<file path="config.mk">
export PLATFORM = sky130hd
export DESIGN_NAME = digit_serial_adder
export DESIGN_NICKNAME = d
export VERILOG_FILES = /design/src/rtl/digit_serial_adder_pkg.sv /design/src/rtl/digit_serial_adder_cla4_slice.sv /design/src/rtl/digit_serial_adder.sv
export SDC_FILE = /design/constraint.sdc
export NUM_CORES = 1
export LEC_CHECK = 0
export ABC_CLOCK_PERIOD_IN_PS = 3530
export BUFFER_PORTS_ARGS = -buffer_cell sky130_fd_sc_hd__buf_2
export CAP_MARGIN = 40
export CORE_MARGIN = 2
export CORE_UTILIZATION = 45
export CTS_CLUSTER_SIZE = 14
export DETAILED_ROUTE_END_ITERATION = 10
export GPL_ROUTABILITY_DRIVEN = 0
export PLACE_DENSITY = 0.67
export REMOVE_ABC_BUFFERS = 1
export SYNTH_ARGS = -nofsm -noshare
export SYNTH_HDL_FRONTEND = slang
export SYNTH_SLANG_ARGS = --single-unit
</file>
<file path="constraint.sdc">
create_clock -name clk -period 3.53 [get_ports clk]
set_clock_uncertainty 0.15 [all_clocks]
set_input_delay 0.1765 -clock clk [delete_from_list [all_inputs] [get_ports clk]]
set_output_delay 0.1765 -clock clk [all_outputs]
set_load 0.005 [all_outputs]
</file>
<file path="src/rtl/digit_serial_adder_pkg.sv">
// Shared types and sizing helpers for the digit-serial adder.
// One 4-bit digit is processed per cycle, LSD first.
package digit_serial_adder_pkg;

  typedef enum logic [1:0] {
    IDLE = 2'd0,
    RUN  = 2'd1,
    DONE = 2'd2
  } state_e;

  localparam int DIGIT_W = 4;

  function automatic int ndig_f(input int w);
    return w / DIGIT_W;
  endfunction

  function automatic int cnt_w_f(input int w);
    return (w / DIGIT_W > 1) ? $clog2(w / DIGIT_W) : 1;
  endfunction

endpackage

</file>
<file path="src/rtl/digit_serial_adder_cla4_slice.sv">
// Combinational 4-bit carry-lookahead adder slice.
// Carries are formed directly from generate/propagate terms.
module cla4_slice (
  input  logic [3:0] x,
  input  logic [3:0] y,
  input  logic       ci,
  output logic [3:0] s,
  output logic       co
);

  logic [3:0] g;
  logic [3:0] p;
  logic [3:0] c;

  always_comb begin
    g = x & y;
    p = x ^ y;
    c[0] = ci;
    c[1] = g[0] | (p[0] & ci);
    c[2] = g[1] | (p[1] & g[0])
         | (p[1] & p[0] & ci);
    c[3] = g[2] | (p[2] & g[1])
         | (p[2] & p[1] & g[0])
         | (p[2] & p[1] & p[0] & ci);
    co   = g[3] | (p[3] & g[2])
         | (p[3] & p[2] & g[1])
         | (p[3] & p[2] & p[1] & g[0])
         | (p[3] & p[2] & p[1] & p[0] & ci);
    s = p ^ c;
  end

endmodule

</file>
<file path="src/rtl/digit_serial_adder.sv">
// Sequential WIDTH-bit adder reusing one CLA slice per digit.
// Valid/ready on both sides; result held until accepted.
module digit_serial_adder
  import digit_serial_adder_pkg::*;
#(
  parameter int WIDTH = 16
) (
  input  logic             clk,
  input  logic             rst,
  input  logic             in_valid,
  output logic             in_ready,
  input  logic [WIDTH-1:0] a,
  input  logic [WIDTH-1:0] b,
  input  logic             cin,
  output logic             out_valid,
  input  logic             out_ready,
  output logic [WIDTH-1:0] sum,
  output logic             cout,
  output logic             ovf
);

  localparam int NDIG = ndig_f(WIDTH);
  localparam int CW   = cnt_w_f(WIDTH);

  state_e           state_q, state_d;
  logic [CW-1:0]    cnt_q, cnt_d;
  logic             carry_q, carry_d;
  logic [WIDTH-1:0] a_sh_q, a_sh_d;
  logic [WIDTH-1:0] b_sh_q, b_sh_d;
  logic [WIDTH-1:0] sum_sh_q, sum_sh_d;
  logic             a_msb_q, a_msb_d;
  logic             b_msb_q, b_msb_d;
  logic [WIDTH-1:0] sum_q, sum_d;
  logic             cout_q, cout_d;
  logic             ovf_q, ovf_d;

  logic [DIGIT_W-1:0]       dig_s;
  logic                     dig_co;
  logic [WIDTH+DIGIT_W-1:0] sum_cat;

  cla4_slice u_slice (
    .x  (a_sh_q[DIGIT_W-1:0]),
    .y  (b_sh_q[DIGIT_W-1:0]),
    .ci (carry_q),
    .s  (dig_s),
    .co (dig_co)
  );

  // New digit enters at the MSB end; dropping the low digit
  // leaves the accumulated sum right-aligned after NDIG steps.
  assign sum_cat = {dig_s, sum_sh_q};

  always_comb begin
    state_d  = state_q;
    cnt_d    = cnt_q;
    carry_d  = carry_q;
    a_sh_d   = a_sh_q;
    b_sh_d   = b_sh_q;
    sum_sh_d = sum_sh_q;
    a_msb_d  = a_msb_q;
    b_msb_d  = b_msb_q;
    sum_d    = sum_q;
    cout_d   = cout_q;
    ovf_d    = ovf_q;
    unique case (state_q)
      IDLE: begin
        if (in_valid) begin
          a_sh_d  = a;
          b_sh_d  = b;
          carry_d = cin;
          cnt_d   = '0;
          a_msb_d = a[WIDTH-1];
          b_msb_d = b[WIDTH-1];
          state_d = RUN;
        end
      end
      RUN: begin
        a_sh_d   = a_sh_q >> DIGIT_W;
        b_sh_d   = b_sh_q >> DIGIT_W;
        sum_sh_d = sum_cat[WIDTH+DIGIT_W-1:DIGIT_W];
        carry_d  = dig_co;
        cnt_d    = cnt_q + CW'(1);
        if (cnt_q == CW'(NDIG - 1)) begin
          sum_d   = sum_sh_d;
          cout_d  = dig_co;
          ovf_d   = a_msb_q ^ b_msb_q
                  ^ sum_sh_d[WIDTH-1] ^ dig_co;
          cnt_d   = '0;
          state_d = DONE;
        end
      end
      DONE: begin
        if (out_ready) state_d = IDLE;
      end
      default: state_d = IDLE;
    endcase
  end

  always_ff @(posedge clk) begin
    if (rst) begin
      state_q  <= IDLE;
      cnt_q    <= '0;
      carry_q  <= 1'b0;
      a_sh_q   <= '0;
      b_sh_q   <= '0;
      sum_sh_q <= '0;
      a_msb_q  <= 1'b0;
      b_msb_q  <= 1'b0;
      sum_q    <= '0;
      cout_q   <= 1'b0;
      ovf_q    <= 1'b0;
    end else begin
      state_q  <= state_d;
      cnt_q    <= cnt_d;
      carry_q  <= carry_d;
      a_sh_q   <= a_sh_d;
      b_sh_q   <= b_sh_d;
      sum_sh_q <= sum_sh_d;
      a_msb_q  <= a_msb_d;
      b_msb_q  <= b_msb_d;
      sum_q    <= sum_d;
      cout_q   <= cout_d;
      ovf_q    <= ovf_d;
    end
  end

  assign in_ready  = (state_q == IDLE);
  assign out_valid = (state_q == DONE);
  assign sum       = sum_q;
  assign cout      = cout_q;
  assign ovf       = ovf_q;

endmodule

</file>
==> results.py, run 1 <==
metrics = {
    "job": {
        "max-cap-violations": 0,
    },
    "clock_network": {
        "tritoncts": "done",
        "path_clk_slew_ps": 70,
        "htreeDepth": 3,
        "cts.sinks": 69,
        "post-cts-setup-buffers": 0,
        "numCtsBuffers": 9,
        "clk_latency_ps": 340,
        "cts_root_buf": "clkbuf_8",
        "clockBufferDepth": 2,
    },
    "sta": {
        "relSlewSlack": 0.5177,
        "slew_violations": 0,
        "fin_setup_tns_ps": 0,
        "finalHoldViolCount": 0,
        "setup_viol": 0,
        "tightest_slew_ps": 723.5,
        "holdWs_ps": 248.3,
        "min_period_ps": 2245,
        "fin_crit_sh": 0.6360,
        "max_freq_ghz": 0.4454,
        "layout_setup_ws_ps": 1285,
        "rsz0062_at_grt": "false",
    },
    "cells_and_area": {
        "syn_to_final_growth_pct": 32.66,
        "diodes": 0,
        "nFillCells": 544,
        "drive_above_1_share": 0.1790,
        "nets": 485,
        "final_core_util": 0.6278,
        "design_area_um2": 3761,
    },
    "logic_synthesis": {
        "ys_ff_latch": 69,
        "async_reset_ff_frac": 0,
        "synth_warnings": 0,
        "synth_ff_type": "dfxtp_1",
        "yosysUniqueCellTypes": 31,
        "ys_seq_area_frac": 0.4872,
        "synthTopCellsByArea": "dfxtp_1 (49%), nand2_1 (15%), a311oi_1 (7.7%)",
        "synth_top_area_cell": "dfxtp_1",
        "synth_area_per_cell_um2": 7.876,
        "syn_inst": 360,
        "synth_area_um2": 2835,
        "synth_top_area_share": 0.4872,
        "synth_edf_count": 0,
    },
    "pwr": {
        "p_sw_frac": 0.2455,
        "p_int_mw": 1.330,
        "powerDensity_nw_per_um2": 468.5,
        "clockPowerShare": 0.384,
        "vdd_drop_max_mv": 0.3208,
        "seqPwrFrac": 0.481,
        "p_leak_nw": 1.526,
        "p_sw_mw": 0.4325,
        "combPwrFrac": 0.135,
    },
    "setup_path": {
        "cp-end-kind": "flop",
        "cp.required_ps": 3630,
        "critPathMaxStageDelay_ps": 610,
        "crit_buf_inv": 0,
        "slowest_stage": "and3b_1",
        "regToRegStartpoint": "cnt_q[0]",
        "criticalPathCategory": "flop to flop",
        "cp_top_family": "simple AND/OR/NAND/NOR gates",
        "cp_max_fo": 20,
        "critPathArrivalTime_ps": 2350,
        "crit_chain": "ha_1 -> and3b_1 -> nand2_1 -> or4b_1 -> a41oi_1",
        "crit_path_start_kind": "flop",
        "regToRegEndpoint": "ovf",
        "ff2ff_path_depth": 5,
        "reg2reg_slack_ps": 1280,
    },
    "die": {
        "rows": 28,
        "die_h_um": 83.38,
        "initial_core_util": 0.4733,
        "die_x_um": 83.38,
        "boundaryPins": 57,
        "die-area_um2": 6951,
        "core_um2": 5991,
    },
    "hold_path": {
        "worstHoldEndpoint": "b_msb_q",
        "hp-class": "primary input to flop",
        "hold_start": "rst",
        "whs_path_depth": 2,
    },
    "run_status": {
        "outcome": "completed",
    },
    "grt": {
        "grt_max_degree": 41,
        "grt_antenna_before_repair": 0,
        "first_global_vias": 2462,
        "grt_pass1_wl_um": 10700,
        "grt_overflow": 0,
        "grt_usage": 0.1870,
    },
    "detailed_routing": {
        "via_per_inst": 5.082,
        "drt_pass1_iterations": 4,
        "num_vias": 2653,
        "drc": 0,
        "wl_per_cell_um": 12.17,
        "drtAntennaViolNets": 0,
        "drt-total-wl_um": 6354,
        "drtIter0Drc": 70,
    },
    "place": {
        "place_ws_ps": 1321,
        "dpl.hpwl_um": 4041,
        "io_buffers": 56,
        "place_area_um2": 3213,
    },
}
==> per-stage QoR <==
step / total power, mW / cells
4_1_cts: 1.784 / 522
6_report: 1.762 / 522
3_5_place_dp: 1.073 / 472
2_1_floorplan: 0.9876 / 333
5_1_grt: 1.853 / 522
3_3_place_gp: 1.057 / 469
==> per-layer routing <==
layer / track usage / share of wire / wire length [um] / vias to the layer above
li1: - / - / - / 1387
met1: 0.2124 / 0.47 / 2977 / 1202
met2: 0.3306 / 0.48 / 3069 / 58
met3: 0.06163 / 0.041 / 260 / 6
met4: 0.05812 / 0.0072 / 46 / 0
met5: 0 / 0 / 0 / -
==> cells by family after synthesis <==
logic type	share of synthesized area
xor+xnor	0.006179
mux	0.003531
simple gates	0.2440
compound gates	0.1849
flops	0.4872
buf+inv	0.04501
fa+ha+maj	0.02913
==> worst register-to-register path, stage by stage (launching register included) <==
cell and delay (ps):
dfxtp_1 350, ha_1 210, and3b_1 610, nand2_1 130
or4b_1 490, a41oi_1 220
==> layout make-up <==
class,count,area (um2),area share
clock buffers,12,135.1,0.03593
clock inverters,4,72.57,0.01929
inverters,6,22.52,0.005988
multi-input cells,258,1335,0.3550
flip-flops and latches,69,1381,0.3673
well taps,75,93.84,0.02495
repair buffers,98,720.7,0.1916
==> flip-flops by register name, indices dropped and copies added (netlist names) <==
register  count
sum          16
b_sh_q       16
carry_q       1
a_msb_q       1
b_msb_q       1
cout          1
sum_sh_q     12
a_sh_q       16
cnt_q         2
ovf           1
state_q       2
==> cells in the final DEF (no fill, tap or decap), drive strengths merged <==
cell type,n
nand2,112
dfxtp,69
buf,64
a21oi,43
dlygate4sd3,34
nor2,32
a311oi,25
nand3,12
clkbuf,12
inv,6
ha,5
nor3,3
nand2b,3
nor2b,2
a22oi,2
o21ai,2
a211o,2
a211oi,2
bufinv,2
and3b,1
nand3b,1
nor3b,1
o22ai,1
o22a,1
o21a,1
xor2,1
mux2i,1
or4b,1
or3,1
a41oi,1
xnor2,1
fa,1
clkinvlp,1
clkinv,1
==> Yosys cell counts (all sizes together) (2+ instances only) <==
cell,count
inv,6
a21oi,43
dfxtp,69
nand2b,3
a22oi,2
nor3,3
clkbuf,17
a311oi,25
ha,5
nor2,32
o21ai,2
a211oi,2
nand3,12
a211o,2
nand2,112
nor2b,2
buf,10
==> how the worst max path moves through the flow <==
stage,slack [ps],startpoint,end,depth (start not counted)
after floorplan,1330,state_q[1],a_sh_q[0],3
final,1280,cnt_q[0],ovf,5
after global placement,1370,cnt_q[0],ovf,5
after detailed placement,1320,cnt_q[0],ovf,5
after global routing,1090,cnt_q[0],ovf,5
after CTS,1290,cnt_q[0],ovf,5
==> what timing repair did <==
action                                 CTS  global route
resized for setup                        0             0
setup endpoints to repair                0             0
hold buffers                            34             0
endpoints found under the hold margin   36             0
==> power groups by stage <==
stage                     logic [mW]  registers (mW)  clock network (mW)
after floorplan                0.129           0.858                   0
after global placement         0.193           0.863                   0
after detailed placement       0.208           0.864                   0
after CTS                      0.238           0.847               0.699
after global routing           0.267           0.852               0.734
final                          0.238           0.847               0.677
(Power assumes the default switching activity.)
==> run 2, diff against run 1 <==
ABC_AREA = 1   (was unset)
ABC_CLOCK_PERIOD_IN_PS = 1800   (was 3530)
PLACE_DENSITY = 0.7   (was 0.67)
clock period = 1.8 ns   (was 3.53 ns; I/O delays follow)
==> results.py, run 2 <==
metrics = {
    "cells_and_area": {
        "diodes": 0,
        "multiInputGateArea_um2": 1276,
        "layout_commonest_cell": "nand2_1",
        "ff_latch_area_um2": 1384,
        "nFillCells": 521,
        "nets": 501,
        "drive_above_1_share": 0.2138,
        "final_core_util": 0.6268,
        "syn_to_final_growth_pct": 33.32,
        "layout_common_cells": "nand2_1 (122), dfxtp_1 (67), buf_2 (56)",
    },
    "detailed_routing": {
        "wl_per_cell_um": 12.82,
        "drt-total-wl_um": 6895,
        "via_per_inst": 5.160,
        "drtIter0Drc": 244,
        "drt_pass1_iterations": 5,
        "drc": 0,
        "num_vias": 2776,
        "drtAntennaViolNets": 0,
    },
    "grt": {
        "grt_max_degree": 38,
        "grt_antenna_before_repair": 0,
        "grt_pass1_wl_um": 11560,
        "first_global_vias": 2592,
        "grt_overflow": 0,
        "grt_usage": 0.2050,
    },
    "place": {
        "io_buffers": 56,
        "dpl.hpwl_um": 3956,
        "place_ws_ps": 24.04,
    },
    "clock_network": {
        "post-cts-setup-buffers": 0,
        "clockBufferDepth": 2,
        "numCtsBuffers": 9,
        "path_clk_slew_ps": 70,
        "cts_root_buf": "clkbuf_8",
        "clk_latency_ps": 340,
        "htreeDepth": 3,
        "tritoncts": "done",
        "cts.sinks": 69,
    },
    "sta": {
        "relSlewSlack": 0.5944,
        "finalHoldViolCount": 0,
        "setup_viol": 0,
        "max_freq_ghz": 0.5959,
        "fin_crit_sh": 0.9323,
        "min_period_ps": 1678,
        "slew_violations": 0,
        "layout_setup_ws_ps": 121.9,
        "tightest_slew_ps": 607.5,
    },
    "logic_synthesis": {
        "synth_top_area_share": 0.4904,
        "yosysUniqueCellTypes": 27,
        "async_reset_ff_frac": 0,
        "synthTopCellsByArea": "dfxtp_1 (49%), nand2_1 (17%), a21oi_1 (6.4%)",
        "synth_top_area_cell": "dfxtp_1",
        "synth.most_common_cell": "nand2_1",
        "syn_inst": 371,
        "synth.top_cells.by_count": "nand2_1 (126), dfxtp_1 (69), a21oi_1 (36)",
        "synth_area_um2": 2816,
        "ys_seq_area_frac": 0.4904,
        "synth_warnings": 0,
        "ys_ff_latch": 69,
        "synth_edf_count": 0,
        "synth_area_per_cell_um2": 7.592,
        "synth_ff_type": "dfxtp_1",
    },
    "setup_path": {
        "crit_chain": "ha_4 -> or2_2 -> nand2_2 -> nand2_2 -> nand2_2 -> nand3_1 -> nand3_1 -> nand3_1 -> nand2_1 -> inv_1",
        "crit_buf_inv": 1,
        "criticalPathCategory": "flop to flop",
        "cp_max_fo": 3,
        "critPathArrivalTime_ps": 1780,
        "cp.required_ps": 1900,
        "cp-end-kind": "flop",
        "cp_top_family": "simple AND/OR/NAND/NOR gates",
        "slowest_stage": "dfxtp_2",
        "critPathMaxStageDelay_ps": 340,
        "crit_path_start_kind": "flop",
    },
    "die": {
        "boundaryPins": 57,
        "die_x_um": 83.11,
        "rows": 28,
        "die_h_um": 83.11,
        "die-area_um2": 6907,
        "initial_core_util": 0.4701,
        "core_um2": 5991,
    },
    "hold_path": {
        "hp-class": "primary input to flop",
    },
    "pwr": {
        "powerDensity_nw_per_um2": 923.7,
        "p_leak_nw": 1.629,
        "vdd_drop_max_mv": 0.4379,
    },
    "run_status": {
        "outcome": "completed",
    },
    "job": {
        "max-cap-violations": 0,
    },
}
==> run 2: what timing repair did <==
action                                  in CTS  in global routing
hold buffers                                35                  0
endpoints found under the setup margin       0                  5
resized for setup                            0                  8
endpoints found under the hold margin       36                  0
==> run 2: per-layer routing <==
layer / GRT usage / share of wire / vias up
met4: 0.08942 / 0.023 / 0
met5: 0 / 0 / -
met3: 0.06362 / 0.048 / 17
li1: - / - / 1392
met1: 0.2436 / 0.44 / 1294
met2: 0.3409 / 0.49 / 73
==> run 2: stage by stage <==
stage | setup TNS [ps] | hold slack [ps] | area, um2 | instances | power (mW)
2_1_floorplan | -7072 | 9.066 | 2701 | 347 | 1.968
3_3_place_gp | 0 | 192.4 | 3168 | 487 | 2.129
3_5_place_dp | 0 | 196.4 | 3168 | 487 | 2.142
4_1_cts | 0 | 60.29 | 3717 | 538 | 3.459
5_1_grt | -0.6166 | 80.90 | 3755 | 538 | 3.661
6_report | 0 | 63.35 | 3755 | 538 | 3.468
==> run 2: final cells by class <==
type | instances | area share
Sequential cell | 69 | 0.3685
Multi-Input combinational cell | 257 | 0.3399
Timing Repair Buffer | 100 | 0.1926
Clock buffer | 10 | 0.03665
Tap cell | 75 | 0.02499
Inverter | 21 | 0.02099
Clock inverter | 6 | 0.01633
==> run 2: tightest hold or removal path, stage by stage <==
cell,delay (ps)
buf_2,90
inv_1,170
o21a_1,160
==> run 2: worst paths after layout <==
kind         startpoint    endpoint  slack, ps  depth (start not counted)
max           a_sh_q[2]         ovf        120                         10
min                 rst  state_q[0]         60                          3
max reg2reg   a_sh_q[2]         ovf        120                         10
min reg2reg  b_sh_q[12]  b_sh_q[12]        310                          2
==> run 2: cell families (layout without fill, tap and decap cells) <==
family | after synthesis | count (layout) | synth area share
and+or+nand+nor | 150 | 150 | 0.2123
AOI/OAI and AO/OA | 98 | 98 | 0.1897
DFF | 69 | 69 | 0.4904
buffers and inverters | 45 | 137 | 0.06886
adders and majority gates | 6 | 6 | 0.02932
xor gates and xnor gates | 3 | 3 | 0.009331
==> run 2: power breakdown <==
group / switching, mW / total, mW / internal, mW
clock network: 0.596 / 1.27 / 0.675
registers: 0.0584 / 1.68 / 1.62
logic: 0.283 / 0.518 / 0.235
total: 0.938 / 3.47 / 2.53
==> run 3, diff against run 2 <==
--- a/config.mk
+++ b/config.mk
@@ -10,10 +10,9 @@
 export BUFFER_PORTS_ARGS = -buffer_cell sky130_fd_sc_hd__buf_2
 export CAP_MARGIN = 40
-export CORE_MARGIN = 2
-export CORE_UTILIZATION = 45
+export CORE_MARGIN = 4
+export CORE_UTILIZATION = 23
 export CTS_CLUSTER_SIZE = 14
 export DETAILED_ROUTE_END_ITERATION = 10
 export GPL_ROUTABILITY_DRIVEN = 0
-export PLACE_DENSITY = 0.7
 export REMOVE_ABC_BUFFERS = 1
 export SYNTH_ARGS = -nofsm -noshare
==> constraint.sdc (replaced) <==
create_clock -name clk -period 1.8 [get_ports clk]
set_clock_uncertainty 0.15 [all_clocks]
set_input_delay 0.09 -clock clk [delete_from_list [all_inputs] [get_ports clk]]
set_output_delay 0.09 -clock clk [all_outputs]
set_load 0.01 [all_outputs]
==> results.py, run 3 (synthesized netlist as in run 2, its figures left out) <==
metrics = {
    "run_status": {
        "outcome": "completed",
    },
    "clock_network": {
        "htreeDepth": 3,
        "tritoncts": "done",
        "cts_root_buf": "clkbuf_16",
        "path_clk_slew_ps": 50,
        "clockBufferDepth": 2,
        "clk_latency_ps": 320,
        "post-cts-setup-buffers": 0,
        "cts.sinks": 69,
        "numCtsBuffers": 9,
    },
    "setup_path": {
        "regToRegStartpoint": "a_sh_q[2]",
        "cp_common_cell": "nand2_1",
        "cp_max_fo": 3,
        "critPathArrivalTime_ps": 1800,
        "crit_end": "ovf",
        "ff2ff_path_depth": 10,
        "crit_path_start_kind": "flop",
        "crit_cells": 10,
        "cp-end-kind": "flop",
        "crit_start": "a_sh_q[2]",
        "crit_buf_inv": 1,
        "reg2reg_slack_ps": 70,
        "slowest_stage": "dfxtp_2",
        "cp_top_family": "simple AND/OR/NAND/NOR gates",
        "crit_chain": "ha_4 -> or2_2 -> nand2_2 -> nand2_1 -> nand2_1 -> nand3_2 -> nand3_2 -> nand3_1 -> nand2_1 -> inv_1",
        "regToRegEndpoint": "ovf",
        "critPathMaxStageDelay_ps": 330,
        "cp.required_ps": 1870,
        "criticalPathCategory": "flop to flop",
    },
    "pwr": {
        "clockPowerShare": 0.510,
        "p_leak_nw": 1.722,
        "vdd_drop_max_mv": 0.4879,
        "combPwrFrac": 0.118,
        "p_sw_frac": 0.2184,
        "p_sw_mw": 0.9876,
        "seqPwrFrac": 0.372,
        "powerDensity_nw_per_um2": 1115,
        "p_int_mw": 3.534,
    },
    "sta": {
        "holdWs_ps": 161.1,
        "finalHoldViolCount": 0,
        "slew_violations": 0,
        "setup_viol": 0,
        "fin_setup_tns_ps": 0,
        "relSlewSlack": 0.7235,
        "max_freq_ghz": 0.5772,
        "tightest_slew_ps": 414.8,
        "rsz0062_at_grt": "true",
        "min_period_ps": 1733,
        "fin_crit_sh": 0.9625,
    },
    "cells_and_area": {
        "diodes": 0,
        "drive_above_1_share": 0.2177,
        "syn_to_final_growth_pct": 43.98,
        "layout_commonest_cell": "nand2_1",
        "layout_common_cells": "nand2_1 (124), dfxtp_1 (67), buf_2 (56)",
        "design_area_um2": 4055,
        "nets": 502,
        "nFillCells": 1258,
    },
    "grt": {
        "grt_antenna_before_repair": 0,
        "first_global_vias": 2701,
        "grt_pass1_wl_um": 12780,
        "grt_overflow": 0,
        "grt_usage": 0.1120,
        "grt_max_degree": 37,
    },
    "hold_path": {
        "hp-class": "primary input to flop",
    },
    "place": {
        "io_buffers": 56,
        "place_area_um2": 3266,
        "dpl.hpwl_um": 4924,
    },
    "detailed_routing": {
        "drc": 0,
        "wl_per_cell_um": 12.25,
        "drt_pass1_iterations": 4,
        "via_per_inst": 4.394,
        "drtAntennaViolNets": 0,
        "drt-total-wl_um": 7483,
        "drtIter0Drc": 116,
        "num_vias": 2685,
    },
    "die": {
        "boundaryPins": 57,
        "rows": 40,
        "die-area_um2": 14080,
        "die_x_um": 118.7,
        "die_h_um": 118.7,
        "core_um2": 12010,
        "initial_core_util": 0.2345,
    },
    "job": {
        "max-cap-violations": 0,
    },
}
[run 3: stage by stage]
stage,total power [mW],utilization,worst slack (ps),instances
CTS,4.546,0.3351,21.05,611
floorplan,1.969,-,-211.3,347
global route,4.708,0.3376,2.009,611
finish,4.522,0.3376,67.47,611
detailed placement,2.162,0.2719,-30.18,560
global placement,2.150,0.2719,78.97,560
[run 3: how the worst min path moves through the flow]
| stage | endpoint | cells past startpoint | slack [ps] | from |
|---|---|---|---|---|
| after floorplan | a_msb_q | 1 | 9 | rst |
| after global placement | a_sh_q[14] | 3 | 200 | a[14] |
| after detailed placement | b_sh_q[14] | 3 | 200 | b[14] |
| after CTS | state_q[0] | 4 | 150 | rst |
| after global routing | state_q[0] | 4 | 180 | rst |
| final | state_q[0] | 4 | 160 | rst |
[run 3: layout make-up]
cell class                      count  area [um2]  share of cell area
Sequential cell                    69        1384              0.3413
Clock buffer                       10       239.0             0.05893
Inverter                           21       78.83             0.01944
Timing Repair Buffer              101       730.7              0.1802
Multi-Input combinational cell    257        1281              0.3160
Clock inverter                      6       157.7             0.03888
Tap cell                          147       183.9             0.04536
[run 3: power groups by stage]
stage / registers, mW / logic (mW) / clock network [mW]
2_1_floorplan: 1.69 / 0.276 / 0
3_3_place_gp: 1.70 / 0.446 / 0
3_5_place_dp: 1.71 / 0.455 / 0
4_1_cts: 1.68 / 0.521 / 2.35
5_1_grt: 1.69 / 0.605 / 2.41
6_report: 1.68 / 0.533 / 2.31
[run 3: repair_timing]
action,4_1_cts,5_1_grt
setup endpoints to repair,2,3
hold buffers,35,0
gates resized for setup,1,9
hold endpoints to repair,36,0
[run 3: routing by layer]
layer	global-route usage	vias to the layer above	share of wire
met2	0.1794	44	0.47
met3	0.02392	11	0.024
met4	0.05503	0	0.023
met5	0	-	0
met1	0.1426	1230	0.48
li1	-	1400	-
[run 3: worst reg2reg max path: stages (launching register included)]
cell	delay [ps]
dfxtp_2	330
ha_4	240
or2_2	280
nand2_2	90
nand2_1	70
nand2_1	100
nand3_2	100
nand3_2	90
nand3_1	70
nand2_1	70
inv_1	40
